==> src/rtl/audio_mux_nch.sv <==
// N-channel audio sample mux: coherent per-frame snapshots read over a 32-bit register bus,
// plus jack-mode FIFO refill trigger generation with overrun detection.
//   state | meaning
//   IDLE  | no refill in progress; trig follows lrck when buffersize==0
//   FILL  | issuing run triggers until counter reaches buffersize
module audio_mux_nch #(
   parameter int NUM_CH        = 8,
   parameter int AUD_BIT_DEPTH = 24,
   parameter int FIFO_WIDTH    = 6,
   parameter int ADDR_WIDTH    = 4
) (
   input  logic                            clk,
   input  logic                            reset,
   input  logic [ADDR_WIDTH-1:0]           address,
   input  logic                            read,
   input  logic                            write,
   input  logic [31:0]                     datain,
   input  logic [NUM_CH*AUD_BIT_DEPTH-1:0] sound_in,
   input  logic                            sound_valid,
   input  logic                            xxxx_top,
   input  logic                            lrck,
   input  logic                            run,
   output logic [31:0]                     dataout,
   output logic [NUM_CH-1:0]               ch_read,
   output logic                            trig,
   output logic                            i2s_enable,
   output logic [31:0]                     samplerate,
   output logic                            fill_active,
   output logic                            overrun
);

   localparam int CW = FIFO_WIDTH + 1;
   localparam logic [ADDR_WIDTH-1:0] A_CTRL   = ADDR_WIDTH'(NUM_CH);
   localparam logic [ADDR_WIDTH-1:0] A_BUF    = ADDR_WIDTH'(NUM_CH + 1);
   localparam logic [ADDR_WIDTH-1:0] A_RATE   = ADDR_WIDTH'(NUM_CH + 2);
   localparam logic [ADDR_WIDTH-1:0] A_STATUS = ADDR_WIDTH'(NUM_CH + 3);

   typedef enum logic {IDLE, FILL} state_t;

   state_t                     state_q, state_d;
   logic [CW-1:0]              counter_q, counter_d;
   logic                       run_trig_q, run_trig_d;
   logic                       overrun_q, overrun_d;
   logic                       jra_q, jra_dly_q;
   logic [CW-1:0]              buffersize_q;
   logic [31:0]                samplerate_q;
   logic [31:0]                dataout_q, rdata_d;
   logic [AUD_BIT_DEPTH-1:0]   snap_q [NUM_CH];

   logic wr_ctrl, wr_buf, wr_rate, jack_cycle_end;

   assign wr_ctrl        = write && (address == A_CTRL);
   assign wr_buf         = write && (address == A_BUF);
   assign wr_rate        = write && (address == A_RATE);
   assign jack_cycle_end = jra_dly_q && !jra_q;

   always_comb begin
      state_d    = state_q;
      counter_d  = counter_q;
      run_trig_d = 1'b0;
      overrun_d  = overrun_q;
      if (wr_ctrl && datain[1])
         overrun_d = 1'b0;
      if (state_q == IDLE) begin
         if (jack_cycle_end && (buffersize_q != '0)) begin
            state_d   = FILL;
            counter_d = '0;
         end
      end else begin
         // a new cycle end while still refilling wins over the clear (set priority)
         if (jack_cycle_end) begin
            overrun_d = 1'b1;
            counter_d = '0;
         end else if (counter_q >= buffersize_q) begin
            state_d = IDLE;
         end else if (xxxx_top && !run) begin
            run_trig_d = 1'b1;
            counter_d  = counter_q + CW'(1);
         end
      end
   end

   always_comb begin
      rdata_d = '0;
      for (int k = 0; k < NUM_CH; k++)
         if (address == ADDR_WIDTH'(k))
            rdata_d = 32'(snap_q[k]) << (32 - AUD_BIT_DEPTH);
      if (address == A_CTRL)   rdata_d = {31'b0, jra_q};
      if (address == A_BUF)    rdata_d = 32'(buffersize_q);
      if (address == A_RATE)   rdata_d = samplerate_q;
      if (address == A_STATUS)
         rdata_d = (32'(counter_q) << 8) | {30'b0, (state_q == FILL), overrun_q};
   end

   always_comb begin
      ch_read = '0;
      for (int k = 0; k < NUM_CH; k++)
         ch_read[k] = read && (address == ADDR_WIDTH'(k));
   end

   always_ff @(posedge clk or posedge reset) begin
      if (reset) begin
         state_q      <= IDLE;
         counter_q    <= '0;
         run_trig_q   <= 1'b0;
         overrun_q    <= 1'b0;
         jra_q        <= 1'b0;
         jra_dly_q    <= 1'b0;
         buffersize_q <= '0;
         samplerate_q <= '0;
         dataout_q    <= '0;
         for (int k = 0; k < NUM_CH; k++)
            snap_q[k] <= '0;
      end else begin
         state_q    <= state_d;
         counter_q  <= counter_d;
         run_trig_q <= run_trig_d;
         overrun_q  <= overrun_d;
         jra_dly_q  <= jra_q;
         if (wr_ctrl) jra_q        <= datain[0];
         if (wr_buf)  buffersize_q <= datain[FIFO_WIDTH:0];
         if (wr_rate) samplerate_q <= datain;
         if (read)    dataout_q    <= rdata_d;
         if (sound_valid)
            for (int k = 0; k < NUM_CH; k++)
               snap_q[k] <= sound_in[k*AUD_BIT_DEPTH +: AUD_BIT_DEPTH];
      end
   end

   assign dataout     = dataout_q;
   assign samplerate  = samplerate_q;
   assign i2s_enable  = (buffersize_q == '0);
   assign trig        = i2s_enable ? lrck : run_trig_q;
   assign fill_active = (state_q == FILL);
   assign overrun     = overrun_q;

endmodule

==> config.mk <==
export PLATFORM = sky130hd
export DESIGN_NAME = audio_mux_nch
export DESIGN_NICKNAME = d
export VERILOG_FILES = /design/src/rtl/audio_mux_nch.sv
export SDC_FILE = /design/constraint.sdc
export NUM_CORES = 1
export LEC_CHECK = 0
export BUFFER_PORTS_ARGS = -buffer_cell sky130_fd_sc_hd__buf_2
export CORE_MARGIN = 8
export CORE_UTILIZATION = 55
export CTS_BUF_LIST = sky130_fd_sc_hd__clkbuf_2 sky130_fd_sc_hd__clkbuf_4 sky130_fd_sc_hd__clkbuf_8
export DETAILED_ROUTE_END_ITERATION = 7
export HOLD_SLACK_MARGIN = 0.08
export PLACE_DENSITY = 0.87
export SETUP_SLACK_MARGIN = 0.2
export SYNTH_ARGS = -nofsm -noshare
export SYNTH_HDL_FRONTEND = slang
export SYNTH_SLANG_ARGS = --single-unit
export TNS_END_PERCENT = 5
==> constraint.sdc <==
create_clock -name clk -period 12.75 [get_ports clk]
set_input_delay 3.1875 -clock clk [delete_from_list [all_inputs] [get_ports clk]]
set_output_delay 3.1875 -clock clk [all_outputs]
set_load 0.1 [all_outputs]
[Word level (Yosys, flattened, before mapping)]
Cells that the tools add are included.
Widths: inputs -> output; s select.
Cells by class
  add/sub/neg operators: 1
  order comparisons: 1
  eq/ne operators: 13
  muxes and demuxes: 29
  bitwise gates (word level): 1
  reduce and logical (&&, ||, !) cells: 22
Operator list (number)
  $mux 32: 12
  $mux 7: 5
  $eq 4x3->1 const B: 4
  $eq 4x4->1 const B: 4
  $logic_and 1x1->1: 15
  $or 15x2->15: 1
  $mux 1: 12
  $eq 4x2->1 const B: 2
  $add 7x1->7 const B: 1
  $ge 7x7->1: 1
  $logic_not 7->1: 1
  $reduce_bool 7->1: 1
  $eq 4x1->1 const B: 1
  $logic_not 4->1: 1
  $ne 3x1->1 const B: 1
  $ne 3x3->1 const B: 1
  $reduce_and 3->1: 1
  $logic_not 1->1: 2
  $reduce_bool 2->1: 1
Storage, ports and cells
  register bits after elaboration: 275
  bits of input ports: 236
  output and inout bits: 76
  logic and storage cells: 84

[Logic depth before layout (Yosys ltp)]
  depth after elaboration: 13
  depth in mapped cells: 10
  depth with buffers taken out: 9

[Least setup slack after synthesis]
No wires, ideal clock.
  kind: in2out
  from: input address[0]
  to: output ch_read[0]
  arrival time: 6659 ps
  data required time: 9562 ps
  setup slack: 2904 ps
  stages on the path: 4
  buffers on the path: 3
  cells stage by stage: buf_4 -> buf_2 -> clkbuf_1 -> nor4_1
On the way
  longest elaborated chain between the ends: 2
RTL lines
  from (decl): RTL line 14  | input logic [ADDR_WIDTH-1:0] address,
  $logic_not 4->1: RTL line 98  | ch_read[k] = read && (address == ADDR_WIDTH'(k));
  $logic_and 1x1->1: RTL line 98
  to (decl): RTL line 24  | output logic [NUM_CH-1:0] ch_read,
No other way between the ends.

[Worst setup path after layout]
  from: input address[2]
  to: output ch_read[7]
On the way
  longest elaborated chain between the ends: 2
RTL lines (RTL line)
  $eq 4x3->1: 98
  $logic_and 1x1->1: 98
No other way between the ends.

==> flow_metrics.env <==
export IMPL_synth_seq_area_share_pct=55.8
export IMPL_gp_congestion=0.899
export IMPL_netlist_area_leader_share_pct=55.8
export IMPL_min_tclk_post_route_ns=8.51
export IMPL_syn_avg_cell_area_um2=12.9
export IMPL_clk_transition_reported_paths_ns=0.06
export IMPL_sequentialPowerShare_pct=41.8
export IMPL_drc_errors=0
export IMPL_num_rows=55
export IMPL_drtIter0Drc=844
export IMPL_hold_worst_slack_ns=0.457
export IMPL_synth_distinct_cells=50
export IMPL_slew_violations=0
export IMPL_timing_fmax_ghz=0.117
export IMPL_htree_num_levels=2
export IMPL_postCtsResizedCells=0
export IMPL_p_leak_nw=7.01
export IMPL_place_port_buffers=311
export IMPL_cp_required_ns=9.56
export IMPL_timing_critical_path_from_type="input pin"
export IMPL_final_period_util_pct=66.8
export IMPL_die_height_um=166
export IMPL_route_final_wire_length_um=36300
export IMPL_fraction_of_final_layout_cells_with_drive_strength_greater_than_1_pct=50.9
export IMPL_netlist_instances=954
export IMPL_yosys_area_top_type="sky130_fd_sc_hd__dfrtp_1"
export IMPL_crit_path_end_kind="primary output"
export IMPL_critPathKind="input pin to primary output"
export IMPL_switchingPower_mw=0.904
export IMPL_initial_core_util_pct=55.3
export IMPL_total_power_mw=2.56
export IMPL_ys_seq_elements=275
export IMPL_gr_usage_all_layers_pct=25.7
export IMPL_insertion_delay_ns=0.55
export IMPL_combPwrFrac_pct=26.3
export IMPL_cts_root_buffer_cell="sky130_fd_sc_hd__clkbuf_8"
export IMPL_drt_pre_antenna_iters=6
export IMPL_net_count_synth=1198
export IMPL_chipWidth_um=166
export IMPL_final_antenna_net_count=0
export IMPL_tns_ns=0
export IMPL_rsz0062_at_grt="no"
export IMPL_synthesis_area_um2=12300
export IMPL_detail_route_vias_per_cell=5.90
export IMPL_max_slew_worst_pin_slew_ns=1.16
export IMPL_cts_repair_timing_setup_buffer_count=0
export IMPL_final_setup_skew_ns=0.0150
export IMPL_yosysWarnings=0
export IMPL_via_count_of_the_first_global_routing_pass=10200
export IMPL_route_vias_total=9351
export IMPL_hold_class="flop to flop"
export IMPL_post_drt_wl_per_cell_um=22.9
export IMPL_run_status="completed"
export IMPL_nNetsFinal=1501
export IMPL_critical_path_max_fanout=37
export IMPL_p_sw_share_pct=35.4
export IMPL_ioPinCount=312
export IMPL_grt_max_degree=133
export IMPL_postSynth_asyncResetShare_pct=100
export IMPL_finalSetupViolCount=0
export IMPL_slew_headroom_pct=22.7
export IMPL_cts_max_path_buffers=3
export IMPL_cts_tree="built"
export IMPL_arrival_time_of_data_at_the_critical_path_endpoint_ns=5.33
export IMPL_hold_bufs_inserted_after_cts=0
export IMPL_hpwl_um=26500
export IMPL_core_area_um2=22300
export IMPL_power_density_nw_per_um2=170
export IMPL_grt_ovfl_total=0
export IMPL_power_ir_vdd_worst_uv=111
export IMPL_post_synth_main_area_contributors="sky130_fd_sc_hd__dfrtp_1 56%, sky130_fd_sc_hd__mux2_2 22%, sky130_fd_sc_hd__o21ai_0 2.7%"
export IMPL_cts_sinks=275
export IMPL_antenna_violations_before_repair=17
export IMPL_cts_buffers=45
export IMPL_finalHoldViolCount=0
export IMPL_grt_first_pass_wirelength_um=56300
export IMPL_cellInternalPower_mw=1.65
export IMPL_yosys_most_used_dff="sky130_fd_sc_hd__dfrtp_1"
export IMPL_areaGrowthSynthToFinish_pct=21.9
export IMPL_synth_edff_count=0
export IMPL_clockPowerShare_pct=32.0
export IMPL_number_of_violations_of_the_max_capacitance_limit=0
export IMPL_design_die_area_um2=27500
-- worst max-delay path: stages --
cell                      delay, ns
sky130_fd_sc_hd__buf_2         0.51
sky130_fd_sc_hd__nor2b_1       0.50
sky130_fd_sc_hd__nand3_1       0.34
sky130_fd_sc_hd__nor2_1        0.27
sky130_fd_sc_hd__buf_2         0.49
-- cell type report --
cell class | count | area, µm²
Fill cell | 1597 | 7250
Sequential cell | 275 | 6880
Multi-Input combinational cell | 602 | 5120
Timing Repair Buffer | 317 | 1610
Clock buffer | 74 | 918
Tap cell | 285 | 357
Inverter | 16 | 67.6
Clock inverter | 5 | 57.6
Antenna cell | 10 | 25.0
-- metrics by stage --
stage | setup slack, ns | cells | area (µm²) | util, %
3_5_place_dp | 4.27 | 1495 | 14000 | 63.0
3_3_place_gp | 4.35 | 1495 | 14000 | 63.0
4_1_cts | 4.27 | 1574 | 15000 | 67.4
5_1_grt | 4.03 | 1583 | 15000 | 67.5
2_1_floorplan | 1.98 | 954 | 12300 | -
6_report | 4.24 | 1584 | 15000 | 67.5
-- flip-flops by register name, indices dropped and copies added (netlist names) --
register,count
jra_dly_q,1
counter_q,7
fill_active,1
dataout,32
snap_q,192
buffersize_q,7
run_trig_q,1
samplerate,32
jra_q,1
overrun,1
-- power by group through the flow --
stage / combinational [mW] / sequential, mW / clock [mW]
after floorplan: 0.258 / 1.32 / 0
after global placement: 0.655 / 1.07 / 0
after detailed placement: 0.668 / 1.08 / 0
final: 0.671 / 1.07 / 0.817
after CTS: 0.672 / 1.07 / 0.828
after global routing: 0.707 / 1.08 / 0.868
-- layout by cell type (no fill, tap or decap), types with 11 or more instances in the layout --
cell type and instances:
sky130_fd_sc_hd__a221o_1 13, sky130_fd_sc_hd__mux2i_1 26, sky130_fd_sc_hd__inv_1 13, sky130_fd_sc_hd__o21ai_0 67, sky130_fd_sc_hd__buf_2 309, sky130_fd_sc_hd__mux4_2 11
sky130_fd_sc_hd__and2_1 11, sky130_fd_sc_hd__nand2_1 37, sky130_fd_sc_hd__clkbuf_4 16, sky130_fd_sc_hd__a21oi_1 47, sky130_fd_sc_hd__clkbuf_8 59, sky130_fd_sc_hd__dfrtp_1 275
sky130_fd_sc_hd__nor2_1 38, sky130_fd_sc_hd__mux2_2 237
-- logic make-up (layout without fill, tap and decap cells) --
kind of cell | after synthesis | after routing | share of synthesized area, %
AO/OA/AOI/OAI | 189 | 189 | 9.87
AND/OR/NAND/NOR | 131 | 131 | 5.07
other | 0 | 10 | 0
buffers and inverters | 77 | 412 | 2.71
multiplexers | 274 | 274 | 25.8
flip-flops | 275 | 275 | 55.8
adder cells (fa/ha/maj) | 8 | 8 | 0.811
-- Yosys cell counts, drive strengths merged (9+ instances only) --
| cell type | n |
|---|---|
| o21ai | 70 |
| nand3 | 10 |
| inv | 15 |
| mux2i | 26 |
| mux4 | 11 |
| o22ai | 9 |
| a21oi | 47 |
| nor2 | 38 |
| buf | 21 |
| dfrtp | 275 |
| and2 | 11 |
| nand2 | 37 |
| a221o | 13 |
| a22oi | 10 |
| mux2 | 237 |
| clkbuf | 40 |
-- worst paths after layout --
check	startpoint	to	slack, ns	depth (start not counted)
min in group asynchronous	reset	dataout[11]	2.76	2
worst max register to register	counter_q[0]	counter_q[4]	10.28	8
max in group asynchronous	reset	snap_q[125]	8.37	3
worst min-delay path	jra_q	jra_dly_q	0.46	0
worst min register to register	jra_q	jra_dly_q	0.46	0
worst max-delay path	address[2]	ch_read[7]	4.24	5
-- per-layer routing --
metal | up-vias | track usage [%] | part of all wire, %
li1 | 4119 | - | -
met1 | 4644 | 32.3 | 40
met2 | 479 | 40.9 | 47
met3 | 95 | 7.69 | 8.7
met4 | 14 | 11.0 | 3.6
met5 | - | 0 | 0.24
No activity file was read; power rests on OpenSTA's default activity.
